## src/rtl/uart_tx.sv

```systemverilog
// UART transmitter paced by a 16x oversampling tick; pulls one word per frame from an
// upstream FIFO and sends start, DATA_SIZE data bits LSB first, optional parity, stop.
module uart_tx #(
  parameter int DATA_SIZE  = 8,
  parameter int STOP_TICKS = 16,
  parameter int PARITY_EN  = 0,
  parameter int PARITY_ODD = 0
) (
  input  logic                 clk,
  input  logic                 reset,
  input  logic                 sample_tick,
  input  logic                 fifo_empty,
  input  logic [DATA_SIZE-1:0] fifo_data,
  output logic                 fifo_rd,
  output logic                 tx,
  output logic                 tx_busy,
  output logic                 tx_done_tick
);

  typedef enum logic [2:0] {IDLE, START, DATA, PARITY, STOP} state_e;

  localparam logic [4:0] LAST_TICK = 5'd15;
  localparam logic [4:0] STOP_LAST = 5'(STOP_TICKS - 1);
  localparam logic [2:0] LAST_BIT  = 3'(DATA_SIZE - 1);

  state_e               state_q, state_d;
  logic [4:0]           tick_q, tick_d;
  logic [2:0]           bit_q, bit_d;
  logic [DATA_SIZE-1:0] shreg_q, shreg_d;
  logic                 parity_q, parity_d;
  logic                 tx_q, tx_d;
  logic                 done_q, done_d;
  logic                 tick_end;
  logic                 advance;

  // fifo_data is only valid in the strobe cycle, so the load below happens on that same edge.
  assign fifo_rd      = (state_q == IDLE) && !fifo_empty && !reset;
  assign tx           = tx_q;
  assign tx_busy      = (state_q != IDLE);
  assign tx_done_tick = done_q;

  always_comb begin
    // NOTE: every signal gets a default first so no path through the case infers a latch.
    state_d  = state_q;
    tick_d   = tick_q;
    bit_d    = bit_q;
    shreg_d  = shreg_q;
    parity_d = parity_q;
    done_d   = 1'b0;
    tick_end = (state_q == STOP) ? (tick_q == STOP_LAST) : (tick_q == LAST_TICK);
    advance  = sample_tick && tick_end;

    if (state_q != IDLE && sample_tick) begin
      tick_d = tick_end ? 5'd0 : tick_q + 5'd1;
    end

    unique case (state_q)
      IDLE: begin
        if (fifo_rd) begin
          shreg_d  = fifo_data;
          parity_d = (^fifo_data) ^ (PARITY_ODD != 0);
          tick_d   = 5'd0;
          bit_d    = 3'd0;
          state_d  = START;
        end
      end
      START: if (advance) state_d = DATA;
      DATA: begin
        if (advance) begin
          shreg_d = shreg_q >> 1;
          if (bit_q == LAST_BIT) begin
            state_d = (PARITY_EN != 0) ? PARITY : STOP;
          end else begin
            bit_d = bit_q + 3'd1;
          end
        end
      end
      PARITY: if (advance) state_d = STOP;
      STOP: begin
        if (advance) begin
          state_d = IDLE;
          done_d  = 1'b1;
        end
      end
      default: state_d = IDLE;
    endcase

    // tx is decoded from the next state so the registered line changes on the state edge.
    unique case (state_d)
      START:   tx_d = 1'b0;
      DATA:    tx_d = shreg_d[0];
      PARITY:  tx_d = parity_d;
      default: tx_d = 1'b1;
    endcase
  end

  always_ff @(posedge clk or posedge reset) begin
    if (reset) begin
      state_q  <= IDLE;
      tick_q   <= 5'd0;
      bit_q    <= 3'd0;
      shreg_q  <= '0;
      parity_q <= 1'b0;
      tx_q     <= 1'b1;
      done_q   <= 1'b0;
    end else begin
      // NOTE: non-blocking assignments keep every flop sampling pre-edge values.
      state_q  <= state_d;
      tick_q   <= tick_d;
      bit_q    <= bit_d;
      shreg_q  <= shreg_d;
      parity_q <= parity_d;
      tx_q     <= tx_d;
      done_q   <= done_d;
    end
  end

endmodule

```

## config.mk

```make
export PLATFORM = sky130hd
export DESIGN_NAME = uart_tx
export DESIGN_NICKNAME = d
export VERILOG_FILES = /design/src/rtl/uart_tx.sv
export SDC_FILE = /design/constraint.sdc
export NUM_CORES = 1
export LEC_CHECK = 0
export CORE_AREA = 8 8 60 62
export DETAILED_ROUTE_END_ITERATION = 7
export DIE_AREA = 0 0 68 70
export PLACE_DENSITY = 0.68
export REMOVE_ABC_BUFFERS = 1
export SLEW_MARGIN = 20
export SYNTH_ARGS = -nofsm -noshare
export SYNTH_HDL_FRONTEND = slang
export SYNTH_SLANG_ARGS = --single-unit
```

## constraint.sdc

```tcl
create_clock -name clk -period 2 [get_ports clk]
set_input_delay 0.6 -clock clk [delete_from_list [all_inputs] [get_ports clk]]
set_output_delay 0.6 -clock clk [all_outputs]
set_load 0.02 [all_outputs]
```

==> results of run 1 <==
==> layout by cell type (no fill, tap or decap), types with 2 or more instances in the layout <==
master,n
or3_4,2
buf_6,4
clkbuf_4,3
ha_1,3
inv_1,2
nor2_1,10
clkdlybuf4s50_1,12
nand2_1,19
o21ai_0,3
xnor2_1,7
a22oi_1,6
nor3_1,2
nand3_1,3
dfrtp_1,21
a21oi_1,4
a22o_1,6
buf_4,13
==> layout make-up <==
type	instances	area, µm²	share of cell area (%)
Clock buffer	3	22.52	1.505
Timing Repair Buffer	30	271.5	18.14
Tap cell	31	38.79	2.592
Multi-Input combinational cell	85	565.5	37.79
Sequential cell	22	551.8	36.87
Inverter	3	16.27	1.087
Clock inverter	1	30.03	2.007
==> stage by stage <==
stage                     cells  util (%)  power (mW)  instance area [µm²]
after floorplan             110         -       1.070                 1124
after global placement      168     52.68       1.283                 1403
after detailed placement    168     52.68       1.306                 1403
after CTS                   173     55.31       1.684                 1473
after global routing        175     56.20       1.842                 1496
final                       175     56.20       1.714                 1496
==> layer usage <==
metal	GRT usage [%]	wire length, µm	vias up
li1	-	-	469
met1	14.30	1140	455
met2	16.70	1134	23
met3	2.711	107	2
met4	3.417	17	0
met5	0	0	-
==> registers in the layout (all words and copies together), names as in the netlist <==
signal,cells
shreg_q,8
tick_q,5
bit_q,3
state_q,3
parity_q,1
tx,1
tx_done_tick,1
==> power groups by stage <==
stage | Clock, mW | Sequential [mW] | Combinational (mW)
after floorplan | 0 | 0.705 | 0.365
after global placement | 0 | 0.700 | 0.583
after detailed placement | 0 | 0.706 | 0.600
after CTS | 0.349 | 0.699 | 0.636
after global routing | 0.373 | 0.722 | 0.747
final | 0.341 | 0.703 | 0.671
==> cells by family after synthesis <==
group                    Yosys count  synth area share [%]
AND/OR/NAND/NOR                   46                 19.70
AO/OA/AOI/OAI                     27                 18.49
flip-flops                        22                 48.25
XOR/XNOR                           8                 6.127
buffers and inverters              6                 3.172
adder cells (fa/ha/maj)            3                 3.283
multiplexers                       1                0.9846
==> worst max path at each step <==
| stage | from | end | slack [ns] | depth (start not counted) |
|---|---|---|---|---|
| floorplan | state_q[0] | fifo_rd | -0.08 | 3 |
| global placement | reset | fifo_rd | -0.67 | 4 |
| detailed placement | fifo_empty | fifo_rd | -0.67 | 4 |
| CTS | state_q[0] | fifo_rd | -0.24 | 4 |
| global route | state_q[0] | fifo_rd | -0.28 | 4 |
| finish | state_q[0] | fifo_rd | -0.23 | 4 |
==> what timing repair did <==
| item | in CTS | in global routing |
|---|---|---|
| endpoints found under the setup margin | 3 | 2 |
| gates resized for setup | 15 | 2 |
| pin swaps | 0 | 0 |
| setup buffers | 1 | 2 |
==> critical path, delay by kind of cell, from the launching register on <==
family                 cells  cell delay, ns
AND/OR/NAND/NOR            2            0.75
flip-flops                 1            0.41
buffers and inverters      2            0.16
==> metrics.md, run 1 <==
| Metric | Value |
|---|---|
| Initial Utilization | a little over two fifths |
| CP most frequent cell | or3_4 |
| Hold_sp | shreg_q[0] |
| I/O Buffers | 15 |
| Routed wire length | 2399 µm |
| Synth top area share | approximately 46% |
| Critical Path Sink Type | output port |
| Hold depth | 2 |
| IO Pins | 16 |
| Post-Syn Instances | 113 |
| Seq pwr share | between 40% and 50% |
| Total leakage power | 0.7075 nW |
| Hold_buf cts | 0 |
| Switching part of the total power | 32.80% |
| Comb pwr share | 39.1% |
| Number of global-route vias before repair | 950 |
| Setup Skew | roughly 0.011 ns |
| Core area | about 2700 µm² |
| NetSw | 0.5623 mW |
| Clk_lat worst skew | 0.31 ns |
| Most common cell in the netlist | dfrtp_1 |
| Ant. Diodes | 0 |
| Max clock buf depth | 2 |
| Die height | 70 µm |
| CTS root buf | clkbuf_4 |
| DR vias/cell | 5.423 |
| Cells along the critical path | or3_4, or3_4, clkinv_4, buf_6 |
| First-pass GRT wire length | 4160 µm |
| Total CTS buffers | 3 |
| Layout cells sized above 1 | 20.83% |
| Total GRT Usage | approximately 11% |
| Post-route ant nets | 0 |
| DPL Wire Length | 1812 µm |
| Setup WS post-layout | -0.2285 ns |
| Routability cong. | 0.7930 |
| Crit path required time | 1.40 ns |
| Pre-CTS setup slack | -0.6705 ns |
| Fmax | 448.7 MHz |
| Setup total negative slack | -0.4133 ns |
| Worst path slowest cell | dfrtp_1 |
| EDFF count, synth | 0 |
| Sequential share of the synthesized area | 48.25% |
| Crit start category | flop |
| Area of the mapped netlist | 1144 µm² |
| Synth cell count leaders | 21 x dfrtp_1, 19 x nand2_1, 10 x nor2_1 |
| Total of max-cap violations | 0 |
| Syn avg cell area | slightly above 10 µm² |
| DR WL/cell | 13.71 µm |
| Hold WS | 0.4894 ns |
| Reg-to-reg startpoint | state_q[0] |
| Pwr Density | 1146 nW/µm² |
| Slew @ Worst Pin | 0.5217 ns |
| Setup violations, final | 2 |
| TritonCTS clock tree | done |
| Area grow syn2layout | 30.85% |
| CTS clock-pin slew for the worst setup and hold paths | 0.13 ns |
| RSZ-0062 raised after global routing | true |
| Slew Limit Fails | 0 |
| Synth area leader | dfrtp_1 |
| Hold WC Path Type | flop to flop |
| Critical Path Fanout Max | 2 |
| Ys flop type | dfrtp_1 |
| Register bit count reported by yosys | 22 |
| DR iter-0 viols | 43 |
| Clk sink count | 22 |
| Row count | 19 |
| DRC | 0 |
| Vias | 949 |
| Clock power share | slightly below 20% |
| Final Cycle Share | 111.4% |
| Worst R2R Setup Slack | 0.11 ns |
| Pre-Repair DR Iteration Count | 4 |
| Final hold vios | 0 |
| # fillers | 248 |
| Largest cells by area after synthesis | dfrtp_1 46%, nand2_1 6.2%, xnor2_1 5.4%, a22o_1 4.6%, a22oi_1 3.9% |
| Failing checks | setup timing |
| Max_slew headroom | roughly 65% |
| Status | finished with violations |
| Synth async-reset ratio | 100.0% |
| Die area | 4760 µm² |
| Largest net degree at the start of global routing | 18 |
| Hold endpoint | shreg_q[0] |
| Arrival time of the worst setup path | ~1.6 ns |
| Internal power | 1.152 mW |
| Max stage delay on crit path | 0.41 ns |
| Gr ovfl total | 0 |
| Worst R2R End | shreg_q[7] |
| Die W | 68 µm |
| WS Path Type | flop to output port |
| Worst VDD drop | 0.7388 mV |
| R2r worst-path depth | 6 |
| # nets final | 160 |
| Minimum clock period | 2.228 ns |
| Post-synthesis cell type count | 38 |
| Yosys warns | 0 |
| H-tree levels | 1 |
| Initial antenna violation count | 0 |
No activity file was read; power rests on OpenSTA's default activity.
==> run 2, diff against run 1 <==
--- a/config.mk
+++ b/config.mk
@@ -5,10 +5,9 @@
 export SDC_FILE = /design/constraint.sdc
 export NUM_CORES = 1
 export LEC_CHECK = 0
-export CORE_AREA = 8 8 60 62
+export CORE_AREA = 2 2 47 81
 export DETAILED_ROUTE_END_ITERATION = 7
-export DIE_AREA = 0 0 68 70
-export PLACE_DENSITY = 0.68
+export DIE_AREA = 0 0 49 83
 export REMOVE_ABC_BUFFERS = 1
 export SLEW_MARGIN = 20
 export SYNTH_ARGS = -nofsm -noshare
==> run 2 against run 1 <==
The run still ends with setup timing left. Clock skew is 0.0095 ns lower. Largest cell class unchanged. Highest routed layer unchanged. Maximum frequency rose by 3.3%. Clock power down 4%.
==> metrics.md, run 2 (synthesized netlist as in run 1, its figures left out) <==
| Metric | Value |
|---|---|
| Status | finished with violations (unchanged) |
| Failing checks | setup timing (unchanged) |
| Row count | 28 (was 19) |
| Clk_lat worst skew | 0.26 ns (was 0.31 ns) |
| Ant. Diodes | 0 (unchanged) |
| Final Cycle Share | 107.9% (was 111.4%) |
| Die area | 4067 µm² (was 4760 µm²) |
| Die W | 49 µm (was 68 µm) |
| # nets final | 156 (was 160) |
| Hold WC Path Type | flop to flop (unchanged) |
| Max_slew headroom | 62.00% (was 65.09%) |
| Worst R2R Setup Slack | 0.10 ns (was 0.11 ns) |
| Top routing layer in use | met4 (unchanged) |
| CTS root buf | clkbuf_8 (was clkbuf_4) |
| Final hold vios | 0 (unchanged) |
| IO Pins | 16 (unchanged) |
| TritonCTS clock tree | done (unchanged) |
| Hold depth | 2 (unchanged) |
| Routability cong. | 0.7543 (was 0.7930) |
| Utilization after layout | 43.23% (was 56.20%) |
| Post-route ant nets | 0 (unchanged) |
| Fin area | 1469 µm² (was 1496 µm²) |
| Setup WS post-layout | -0.1576 ns (was -0.2285 ns) |
| Critical Path Fanout Max | 2 (unchanged) |
| Pre-CTS setup slack | -0.6795 ns (was -0.6705 ns) |
| Setup violations, final | 1 (was 2) |
| Worst R2R End | shreg_q[7] (unchanged) |
| DR vias/cell | 5.000 (was 5.423) |
| Gr ovfl total | 0 (unchanged) |
| DPL Wire Length | 1909 µm (was 1812 µm) |
| Max clock buf depth | 2 (unchanged) |
| Biggest regs | shreg_q: 8 flops, tick_q: 5 flops (unchanged) |
| DR iter-0 viols | 27 (was 43) |
| RSZ-0062 raised after global routing | true (unchanged) |
| Post-Place Cell Area | 1413 µm² (was 1403 µm²) |
| Total of max-cap violations | 0 (unchanged) |
| R2r worst-path depth | 6 (unchanged) |
| Core area | 3398 µm² (was 2663 µm²) |
| DR WL/cell | 13.78 µm (was 13.71 µm) |
| Total leakage power | 0.6969 nW (was 0.7075 nW) |
| Max reg flops | 8 (unchanged) |
| Arrival time of the worst setup path | 1.56 ns (was 1.63 ns) |
| Clk sink count | 22 (unchanged) |
| Reg-to-reg startpoint | state_q[0] (unchanged) |
| Vias | 925 (was 949) |
| Final Total Pwr | 1.620 mW (was 1.714 mW) |
| Commonest cells after routing, fill and taps aside | 21 x dfrtp_1, 19 x nand2_1, 11 x buf_4 (was 21 x dfrtp_1, 19 x nand2_1, 13 x buf_4) |
| Worst VDD drop | 0.5696 mV (was 0.7388 mV) |
| Slew Limit Fails | 0 (unchanged) |
| Minimum clock period | 2.158 ns (was 2.228 ns) |
| Fmax | 463.5 MHz (was 448.7 MHz) |
| Hold endpoint | shreg_q[2] (was shreg_q[0]) |
| WS Path Type | flop to output port (unchanged) |
| Hold WS | 0.4878 ns (was 0.4894 ns) |
| WL met1 | 1071 µm (was 1140 µm) |
| Layout cells sized above 1 | 17.86% (was 20.83%) |
| DRC | 0 (unchanged) |
| Commonest non-fill, non-tap cell in the layout | dfrtp_1 (unchanged) |
| CTS clock-pin slew for the worst setup and hold paths | 0.08 ns (was 0.13 ns) |
| Worst setup path start | state_q[0] (unchanged) |
| Area grow syn2layout | 28.45% (was 30.85%) |
| Met2 WL | 1355 µm (was 1134 µm) |
| First-pass GRT wire length | 4457 µm (was 4160 µm) |
| Largest net degree at the start of global routing | 23 (was 18) |
| Setup Skew | 0.001662 ns (was 0.01118 ns) |
| Pwr Density | 1103 nW/µm² (was 1146 nW/µm²) |
| Die height | 83 µm (was 70 µm) |
| Crit start category | flop (unchanged) |
| Crit path required time | 1.40 ns (about the same) |
| Hold_sp | shreg_q[2] (was shreg_q[0]) |
| Total CTS buffers | 3 (unchanged) |
| Routed wire length | 2549 µm (was 2399 µm) |
| Initial Utilization | 33.65% (was 42.95%) |
| Number of global-route vias before repair | 1010 (was 950) |
| H-tree levels | 1 (unchanged) |
| I/O Buffers | 15 (unchanged) |
| Initial antenna violation count | 0 (unchanged) |
| Pre-Repair DR Iteration Count | 4 (unchanged) |
| Critical Path Sink Type | output port (unchanged) |
| Met3 WL | 62 µm (was 107 µm) |
| Reg with most FFs | shreg_q (unchanged) |
| # fillers | 339 (was 248) |
| Total GRT Usage | 13.86% (was 10.85%) |
| Slew @ Worst Pin | 0.5679 ns (was 0.5217 ns) |
## run 2: cell count changes in the layout (fill, tap and decap cells not counted), moves of 2 or more
| cell | before | now |
|---|---|---|
| clkdlybuf4s50_1 | 12 | 10 |
| buf_4 | 13 | 11 |
| clkbuf_4 | 3 | 0 |
| clkbuf_8 | 0 | 4 |
| buf_6 | 4 | 1 |
## run 2: metrics by stage
step | TNS [ns] | instances
after CTS | -0.1723 | 185
after floorplan | -0.08084 | 110
after global routing | -0.2097 | 185
final | -0.1576 | 185
after global placement | -2.524 | 181
after detailed placement | -2.747 | 181
## run 2: worst max path at each step
| stage | depth (start not counted) | to | slack (ns) |
|---|---|---|---|
| floorplan | 3 | fifo_rd | -0.08 |
| detailed placement | 4 | fifo_rd | -0.68 |
| global placement | 4 | fifo_rd | -0.68 |
| finish | 4 | fifo_rd | -0.16 |
| global route | 4 | fifo_rd | -0.21 |
| CTS | 4 | fifo_rd | -0.17 |
## run 2: repair_timing
item                       4_1_cts  5_1_grt
hold buffers                     0        0
resized for setup               12        2
setup buffers                    0        0
setup endpoints to repair        2        3
pin swaps                        1        0
## run 2: per-layer routing
layer  up-vias  track usage [%]
met5         -                0
met2        19            25.28
li1        462                -
met4         0            6.494
met3         6            1.799
met1       438            15.44
## run 2: worst max-delay path, cell delays in order, from the launching register on
cell and delay [ns]:
dfrtp_1 0.38, or3_1 0.38, or3_4 0.37, clkinv_4 0.06, buf_6 0.10
## run 2: cell type report
type	count	area, µm²	share of cell area [%]
sequential	22	551.8	37.56
clock buffer	4	55.05	3.748
timing repair buffer	26	229.0	15.59
tap	45	56.30	3.833
inverter	3	16.27	1.107
multi-input combinational	85	560.5	38.16
## run 2: power by group
part / switching, mW / internal [mW] / total, mW
Clock: 0.152 / 0.176 / 0.327
Sequential: 0.0989 / 0.600 / 0.699
Combinational: 0.311 / 0.283 / 0.593
Total: 0.561 / 1.06 / 1.62
